$ cat src/rtl/register_file.sv
// register_file: dual-read, single-write register file feeding the ALU.
//
// Read ports A/B are registered (1-cycle latency) and are active in every
// state. The write port takes shifter results while in RUN. A bulk-load
// sequencer (LOAD state) fills registers 0..DEPTH-1 in order from ld_data
// and then returns to RUN with a one-cycle ld_done pulse.
//
// Optional build macro: RF_WRITE_BYPASS_EN
//   defined   - a write on the same edge as a read of the same address
//               forwards the written data to rf_A / rf_B.
//   undefined - same-edge reads return the old register contents.
//
// Ports:
//   clk, reset              rising-edge clock, async active-high reset
//   wr_en/wr_addr/wr_data   shifter-side write port (honoured in RUN only)
//   rd_addr_A/rd_addr_B     read addresses
//   rf_A/rf_B               registered read data to the ALU
//   ld_start                pulse requesting a bulk load (RUN only)
//   ld_valid/ld_data        load word handshake
//   ld_ready                high while accepting load words
//   ld_done                 one-cycle pulse after the last load word
//   busy                    high while in LOAD
//
// state | meaning
// RUN   | normal operation, shifter writes honoured
// LOAD  | bulk load in progress, shifter writes ignored

module register_file #(
    parameter int WIDTH  = 8,
    parameter int DEPTH  = 8,
    parameter int ADDR_W = 3
) (
    input  logic              clk,
    input  logic              reset,
    input  logic              wr_en,
    input  logic [ADDR_W-1:0] wr_addr,
    input  logic [WIDTH-1:0]  wr_data,
    input  logic [ADDR_W-1:0] rd_addr_A,
    input  logic [ADDR_W-1:0] rd_addr_B,
    output logic [WIDTH-1:0]  rf_A,
    output logic [WIDTH-1:0]  rf_B,
    input  logic              ld_start,
    input  logic              ld_valid,
    input  logic [WIDTH-1:0]  ld_data,
    output logic              ld_ready,
    output logic              ld_done,
    output logic              busy
);

    typedef enum logic {
        RUN  = 1'b0,
        LOAD = 1'b1
    } state_t;

    state_t             state_q, state_d;
    logic [ADDR_W-1:0]  ptr_q, ptr_d;
    logic               ld_done_q, ld_done_d;
    logic [WIDTH-1:0]   mem_q [DEPTH];
    logic [WIDTH-1:0]   rf_a_q, rf_a_d;
    logic [WIDTH-1:0]   rf_b_q, rf_b_d;

    // Unified write port: shifter writes in RUN, load words in LOAD.
    logic               we;
    logic [ADDR_W-1:0]  waddr;
    logic [WIDTH-1:0]   wdata;

    always_comb begin
        we        = 1'b0;
        waddr     = wr_addr;
        wdata     = wr_data;
        state_d   = state_q;
        ptr_d     = ptr_q;
        ld_done_d = 1'b0;
        unique case (state_q)
            RUN: begin
                we = wr_en;
                if (ld_start) begin
                    state_d = LOAD;
                    ptr_d   = '0;
                end
            end
            LOAD: begin
                if (ld_valid) begin
                    we    = 1'b1;
                    waddr = ptr_q;
                    wdata = ld_data;
                    ptr_d = ptr_q + ADDR_W'(1);
                    if (ptr_q == ADDR_W'(DEPTH - 1)) begin
                        state_d   = RUN;
                        ptr_d     = '0;
                        ld_done_d = 1'b1;
                    end
                end
            end
            default: state_d = RUN;
        endcase
    end

    always_comb begin
        rf_a_d = mem_q[rd_addr_A];
        rf_b_d = mem_q[rd_addr_B];
`ifdef RF_WRITE_BYPASS_EN
        if (we && (waddr == rd_addr_A)) rf_a_d = wdata;
        if (we && (waddr == rd_addr_B)) rf_b_d = wdata;
`endif
    end

    always_ff @(posedge clk or posedge reset) begin
        if (reset) begin
            state_q   <= RUN;
            ptr_q     <= '0;
            ld_done_q <= 1'b0;
            rf_a_q    <= '0;
            rf_b_q    <= '0;
            for (int i = 0; i < DEPTH; i++) mem_q[i] <= '0;
        end else begin
            state_q   <= state_d;
            ptr_q     <= ptr_d;
            ld_done_q <= ld_done_d;
            rf_a_q    <= rf_a_d;
            rf_b_q    <= rf_b_d;
            if (we) mem_q[waddr] <= wdata;
        end
    end

    assign rf_A     = rf_a_q;
    assign rf_B     = rf_b_q;
    assign ld_done  = ld_done_q;
    assign ld_ready = (state_q == LOAD);
    assign busy     = (state_q == LOAD);

endmodule

$ cat config.mk
export PLATFORM = sky130hd
export DESIGN_NAME = register_file
export DESIGN_NICKNAME = d
export VERILOG_FILES = /design/src/rtl/register_file.sv
export SDC_FILE = /design/constraint.sdc
export NUM_CORES = 1
export LEC_CHECK = 0
export CORE_MARGIN = 8
export CORE_UTILIZATION = 45
export DETAILED_ROUTE_END_ITERATION = 12
export MAX_ROUTING_LAYER = met4
export PLACE_DENSITY_LB_ADDON = 0.05
export SETUP_SLACK_MARGIN = 0.1
export SLEW_MARGIN = 15
export SYNTH_ARGS = -nofsm -noshare
export SYNTH_HDL_FRONTEND = slang
export SYNTH_SLANG_ARGS = --single-unit
$ cat constraint.sdc
create_clock -name clk -period 6 [get_ports clk]
set_input_delay 0.6 -clock clk [delete_from_list [all_inputs] [get_ports clk]]
set_output_delay 0.6 -clock clk [all_outputs]
set_load 0.005 [all_outputs]
==> summary.md, run 1 <==
The flow ran to the end, and the final reports show no timing, DRC or antenna violations. Dividing total power by cell area gives a power density of 458 nW/um^2. The number of different library cells used by synthesis comes to 28.

The first-pass GRT wire length is 15400 um, and the wire length the detailed router placed on met1 is 4360 um. The average wire per cell in the routed design was 20.9 um; the average footprint of a synthesized cell was 15.3 sq um. Dividing the detail-routed via count by the number of cells gives 5.48. The final worst hold slack was 517 ps. Global routing used 16.4% of the available tracks. Entering global routing, the biggest net connects 64 pins.

For this design, the CTS-stage hold fixing added 0 buffers. Across all register-to-register paths, the minimum setup slack is 3700 ps. The logs give 0 for the number of antenna-violating nets in the routed design and 0 for the count of final setup violators.

The total buffers and inverters traversed by the critical path is 1. The clock drives 85 sinks. The final weighted congestion of routability-driven global placement was 0.693; the number of buffers added by the clock tree synthesis step was 9. For the number of nets in the final layout, the log shows 357. Clock-pin slew was measured on the worst setup and hold paths at 80 ps. The clock arrives with 11.2 ps of skew.

Summed over all cells, the static leakage comes to 2.12 nW. The tools report the clock latency on the worst-skew pair as 340 ps. The first detailed-routing pass took 4 iterations.

The maximum cell stage delay along the critical path was 660 ps. The HPWL after detailed placement is 6140 um. Setup repair after global routing left no endpoint under its margin.

Leaving out fill and tap cells, the most frequent cell in the layout is dfrtp_1. Worst IR drop on VDD: 221 uV. The level count of the clock H-tree was 3. In this run the post-CTS setup repair buffer count came out at 0. Width of the die: 113 um. The cell family contributing the most delay on the critical path is buffers and inverters. The critical path in this run is classified as in2reg. Power comes to 2.31 mW.

The tools report the initial standard-cell utilization of the core as 46.3%. The tools report the length of routed met3 wiring as 261 um. For the number of buffers on the longest clock path, the log shows 2.

Wires add up to 9590 um. The worst hold path class is reg2reg. For this run, the number of Yosys warnings is 0.

Synthesis inferred 85 register bits. The setup TNS is 0 ps, and the actual slew at the worst max-slew pin is 944 ps. In this run the core area contains 35 standard-cell rows. The tree is rooted in a clkbuf_8. The layout has 755 filler cells.

For the number of violations reported at the end of detailed-routing iteration 0, the log shows 104. Global routing finished with a remaining overflow of 0. Type of destination of the critical path: a flip-flop.

Summed over all instances, the cell type with the most area after synthesis is dfrtp_1. The run gives 0 as the final count of hold timing violations. The logs give 0 for the count of maximum capacitance violations and 36.8% for the relative max-transition margin. For the detailed-route DRC error count, the log shows 0. The mapped netlist covers 4270 sq um.

The cell count after synthesis came out at 279. The biggest fanout along the worst timing path works out to 13. The logs give 2517 for the total via count after detailed routing and 398 MHz for the maximum clock rate. The via count of the first global-routing pass is 2684, and the required time of the critical path is 6230 ps.

The post-synthesis to final-layout area growth was 18.2%; the top-level port count was 49. In this run the standard cell core region covers 9240 sq um. The number of antenna violations at the first check in global routing was 0; the final worst-path cycle share was 41.9%. The number of antenna diodes came out at 0.

The wire length on met2 is 4870 um, and the post-CTS resize count is 0. The die is 113 um tall. After detailed routing, no signal wire sits above met4. TritonCTS built the clock tree.

For the synthesized net count, the log shows 311. The sequential share of the synthesized area came out at 49.8%. The tools report the startpoint type of the worst setup path as a primary input. The proportion of netlist area held by the largest area contributor works out to 49.8%. Ranked by total cell area, the synthesized netlist is headed by dfrtp_1, mux2_2, mux4_2. The final number of max-transition violations was 0; the area enclosed by the die boundary was 12900 sq um. The slowest cell on the critical path is clkdlybuf4s50_1.

The library cells used most frequently in the layout, excluding fill and tap cells, are dfrtp_1, mux2_2, clkdlybuf4s50_1, mux4_2, nand2_1. The number of input and output port buffers inserted was 48; the data arrival at the endpoint of the critical path was 2750 ps. The routed design could run at a clock period as short as 2510 ps.

The fraction of layout instances using a drive strength above 1 is 43.3%. The signal on the critical path passes through clkdlybuf4s50_1, and2_4, nor3_1, o21ai_2, mux2_2.
==> synthesized netlist by cell type, drive strengths merged <==
| cell type | count |
|---|---|
| nand4 | 1 |
| and2 | 3 |
| o21ai | 7 |
| ha | 2 |
| and3 | 1 |
| mux4 | 32 |
| inv | 1 |
| nor3 | 2 |
| o2bb2ai | 2 |
| nand2 | 33 |
| buf | 14 |
| nor2 | 4 |
| dfrtp | 85 |
| clkbuf | 2 |
| nand2b | 4 |
| nand4b | 2 |
| a22o | 1 |
| mux2 | 83 |
==> final timing paths <==
kind                           start  cells past startpoint        end
max                         ld_valid                      5  mem_q[49]
min                        mem_q[46]                      1  mem_q[46]
max reg2reg                     busy                      4  mem_q[49]
min reg2reg                mem_q[46]                      1  mem_q[46]
max in group asynchronous      reset                      3  mem_q[36]
min in group asynchronous      reset                      2    rf_B[5]
==> state kept, by name, indices dropped and copies added (netlist names) <==
name / count
busy: 1
rf_B: 8
ptr_q: 3
ld_done: 1
rf_A: 8
mem_q: 64
==> final cells by class <==
type | instances | area (sq um) | area share (%)
clock buffer | 13 | 159 | 3.15
clock inverter | 3 | 67.6 | 1.34
inverter | 1 | 5.00 | 0.0991
multi-input combinational | 177 | 2030 | 40.2
sequential | 85 | 2130 | 42.1
tap | 129 | 161 | 3.20
timing repair buffer | 51 | 503 | 9.96
==> logic make-up (layout without fill, tap and decap cells) <==
group / Yosys count / count (layout) / share of synthesized area (%)
and+or+nand+nor: 50 / 50 / 5.68
muxes: 115 / 115 / 38.9
AOI/OAI and AO/OA: 10 / 10 / 2.28
DFF: 85 / 85 / 49.8
adders and majority gates: 2 / 2 / 0.585
buffers and inverters: 17 / 68 / 2.78
==> report_power, final <==
part	switching, mW	internal [mW]	leakage (nW)
Sequential	0.186	0.847	1.04
Combinational	0.266	0.553	0.967
Clock	0.201	0.258	0.110
Total	0.653	1.66	2.12
==> metal layers <==
metal | global-route usage [%] | up-vias
met2 | 27.5 | 42
met1 | 20.1 | 1333
li1 | - | 1134
met4 | 5.06 | 0
met3 | 2.38 | 8
met5 | - | -
==> through the flow <==
step	utilization [%]	area, sq um	worst slack [ps]	instances
floorplan	-	4270	3210	279
global placement	52.2	4820	3160	443
detailed placement	52.2	4820	3120	443
CTS	54.7	5050	3510	459
global route	54.7	5050	3370	459
finish	54.7	5050	3490	459
==> worst register-to-register path, stage by stage, from the launching register on <==
cell and delay (ps):
dfrtp_1 660, and2_4 370, nor3_1 110, o21ai_2 620, mux2_2 420
Note: power is estimated with default switching activity, not from simulation.
==> run 2: changes to the inputs <==
Clock period 6 ns to 2.6 ns, I/O delays scaled along.
==> summary.md, run 2 (synthesized netlist as in run 1, its figures left out) <==
The startpoint type of the worst setup path is a primary input (unchanged). The tools report the number of antenna diodes as 0 (unchanged). The power density over cell area came out at 1030 nW/um^2 (was 458 nW/um^2). The wire length the detailed router placed on met1 was 4300 um (was 4360 um); the worst IR drop on VDD was 419 uV (was 221 uV). The number of buffers on the longest clock path came out at 2 (unchanged). For the first-pass GRT wire length, the log shows 15200 um (was 15400 um).

Leading cell type in the layout, fill and taps excluded: dfrtp_1 (unchanged). The tools report the iteration count of the initial detailed-routing pass as 4 (unchanged). The clock transition at the registers of the reported paths is 90 ps (was 80 ps). The tools report the initial standard-cell utilization of the core as 46.3% (unchanged). The top-level port count is 49 (unchanged). The endpoint of the lowest-slack register-to-register path is mem_q[30] (was mem_q[49]). Static timing analysis puts the maximum clock frequency at 499 MHz. The depth of the most critical reg-to-reg path was 4 (unchanged); the number of antenna violations at the first check in global routing was 0 (unchanged). The flow ran to the end, and the final reports show no timing, DRC or antenna violations. The total via count after detailed routing was 2567 (was 2517). Final count of hold timing violations: 0 (unchanged).

The type of destination of the critical path was a flip-flop (unchanged). TritonCTS built the clock tree. The number of antenna-violating nets in the routed design is 0 (unchanged), and the total global routing track utilization is 16.3% (was 16.4%). The relative max-transition margin is 55.0% (was 36.8%).

For the clock latency on the worst-skew pair, the log shows 350 ps (was 340 ps). The logs give 2721 (was 2684) for the via count of the first global-routing pass and 0 (unchanged) for the detailed-route DRC error count. The final number of max-transition violations came out at 0 (unchanged). The level count of the clock H-tree is 3 (unchanged), and the average wire per cell in the routed design is 20.3 um (was 20.9 um). Worst hold path class: in2async (was reg2reg). The tools report the number of fillers in the final layout as 776 (was 755).

Utilization of the core after routing: 55.4% (was 54.7%). The final worst hold slack is 301 ps (was 517 ps). The post-synthesis to final-layout area growth was 19.7% (was 18.2%); the area inside the core boundary was 9240 sq um (unchanged). Total grt overflow: 0 (unchanged).

The logs give 366 (was 357) for the number of nets in the final layout and 85 (unchanged) for the clock sink count. The setup TNS was 0 ps (unchanged). The actual slew at the worst max-slew pin is 675 ps (was 944 ps). The die outline height was 113 um (unchanged); the flip-flop count of the largest register, all copies and words added was 64 (unchanged). The detailed-route wire length is 9480 um (was 9590 um). The logs give 2830 ps (was 6230 ps) for the required time of the critical path and 0 (unchanged) for the count of final setup violators. The number of buffers added by the clock tree synthesis step is 9 (unchanged). Count of maximum capacitance violations: 0 (unchanged). The timing startpoint of the critical path is ld_valid (unchanged).

Cell-by-cell listing of the critical path: clkdlybuf4s50_1, and2_4, o21ai_0, and2_1, mux2_2 (was clkdlybuf4s50_1, and2_4, nor3_1, o21ai_2, mux2_2). The post-detailed-placement half-perimeter wirelength is 6490 um (was 6140 um). Setup repair after global routing left no endpoint under its margin. The per-cell via count in the routed design is 5.49 (was 5.48), and the shortest period the worst path allows is 2000 ps. The wire length on met2 is 4710 um (was 4870 um).

The tools report the total power after layout as 5.29 mW (was 2.31 mW). The number of buffers inserted for hold repair after clock tree synthesis was 0 (unchanged). The category of the critical setup timing path is in2reg (unchanged).

The width of the die is 113 um (unchanged). The logs give 2.16 nW (was 2.12 nW) for the leakage power of the design and 35 (unchanged) for the floorplan row count. The startpoint of the most critical register-to-register path was busy (unchanged).

The logs give 0.777 (was 0.693) for the final weighted congestion of routability-driven global placement and 670 ps (was 3700 ps) for the reg2reg setup slack. The fraction of layout instances using a drive strength above 1 is 45.1% (was 43.3%). The length of routed met3 wiring is 324 um (was 261 um). The run gives 12900 sq um (unchanged) as the area enclosed by the die boundary.

The top routing layer in use was met4 (unchanged). Post-CTS resize count: 0 (unchanged). The cell at the root of the clock tree was clkbuf_8 (unchanged). Slowest cell on the critical path: clkdlybuf4s50_1 (unchanged). The number of input and output port buffers inserted was 48 (unchanged); the number of violations reported at the end of detailed-routing iteration 0 was 101 (was 104).

The number of setup buffers added after CTS is 0 (unchanged), and the post-route clock skew is 12.0 ps (was 11.2 ps). The most flop-heavy register is mem_q (unchanged). The maximum cell stage delay along the critical path came out at 580 ps (was 660 ps).

The final worst-path cycle share was 77.0%. Commonest cells after routing, fill and taps aside: dfrtp_1, mux2_2, clkdlybuf4s50_1, mux4_2, nand2_1 (unchanged). The maximum number of pins on one net before global-route repair is 36 (was 64), and the data arrival at the endpoint of the critical path is 2230 ps (was 2750 ps). The biggest fanout along the worst timing path works out to 13 (unchanged).
## run 2: changes by cell type in the layout (fill, tap and decap cells not counted), sizes merged
cell    previous run  this run
buf                3        12
bufinv             2         1
clkinv             1         2
## run 2: worst max path at each step
stage	end	slack, ps	cells after the start
finish	mem_q[30]	600	5
global route	mem_q[30]	420	5
CTS	mem_q[30]	600	5
detailed placement	mem_q[30]	230	5
global placement	mem_q[44]	290	5
floorplan	busy	150	1
## run 2: final cells by class
cell class / instances / area (sq um) / area share, %
clock inverters: 3 / 42.5 / 0.831
multi-input cells: 177 / 2030 / 39.6
inverters: 1 / 5.00 / 0.0978
well taps: 129 / 161 / 3.15
repair buffers: 60 / 583 / 11.4
flip-flops and latches: 85 / 2130 / 41.6
clock buffers: 13 / 169 / 3.30
## run 2: stage by stage
step                      instances  instance area [sq um]  worst slack [ps]
after detailed placement        452                   4900               230
after global routing            468                   5120               424
after global placement          452                   4900               286
after floorplan                 279                   4270               147
final                           468                   5120               598
after CTS                       468                   5120               596
## run 2: routing by layer
| layer | vias to the layer above | track usage [%] |
|---|---|---|
| met4 | 0 | 5.68 |
| met5 | - | - |
| met2 | 54 | 26.5 |
| met1 | 1341 | 20.3 |
| met3 | 14 | 2.75 |
| li1 | 1158 | - |
## run 2: worst max-delay path: cells and delay by family
family	cells	cell delay, ps
mux	1	380
buf+inv	1	580
compound gates	1	260
simple gates	2	750
## run 2: power breakdown
group / internal (mW) / leakage, nW / switching (mW)
combinational: 1.30 / 1.01 / 0.615
clock: 0.523 / 0.106 / 0.472
sequential: 1.95 / 1.04 / 0.429
total: 3.78 / 2.16 / 1.52
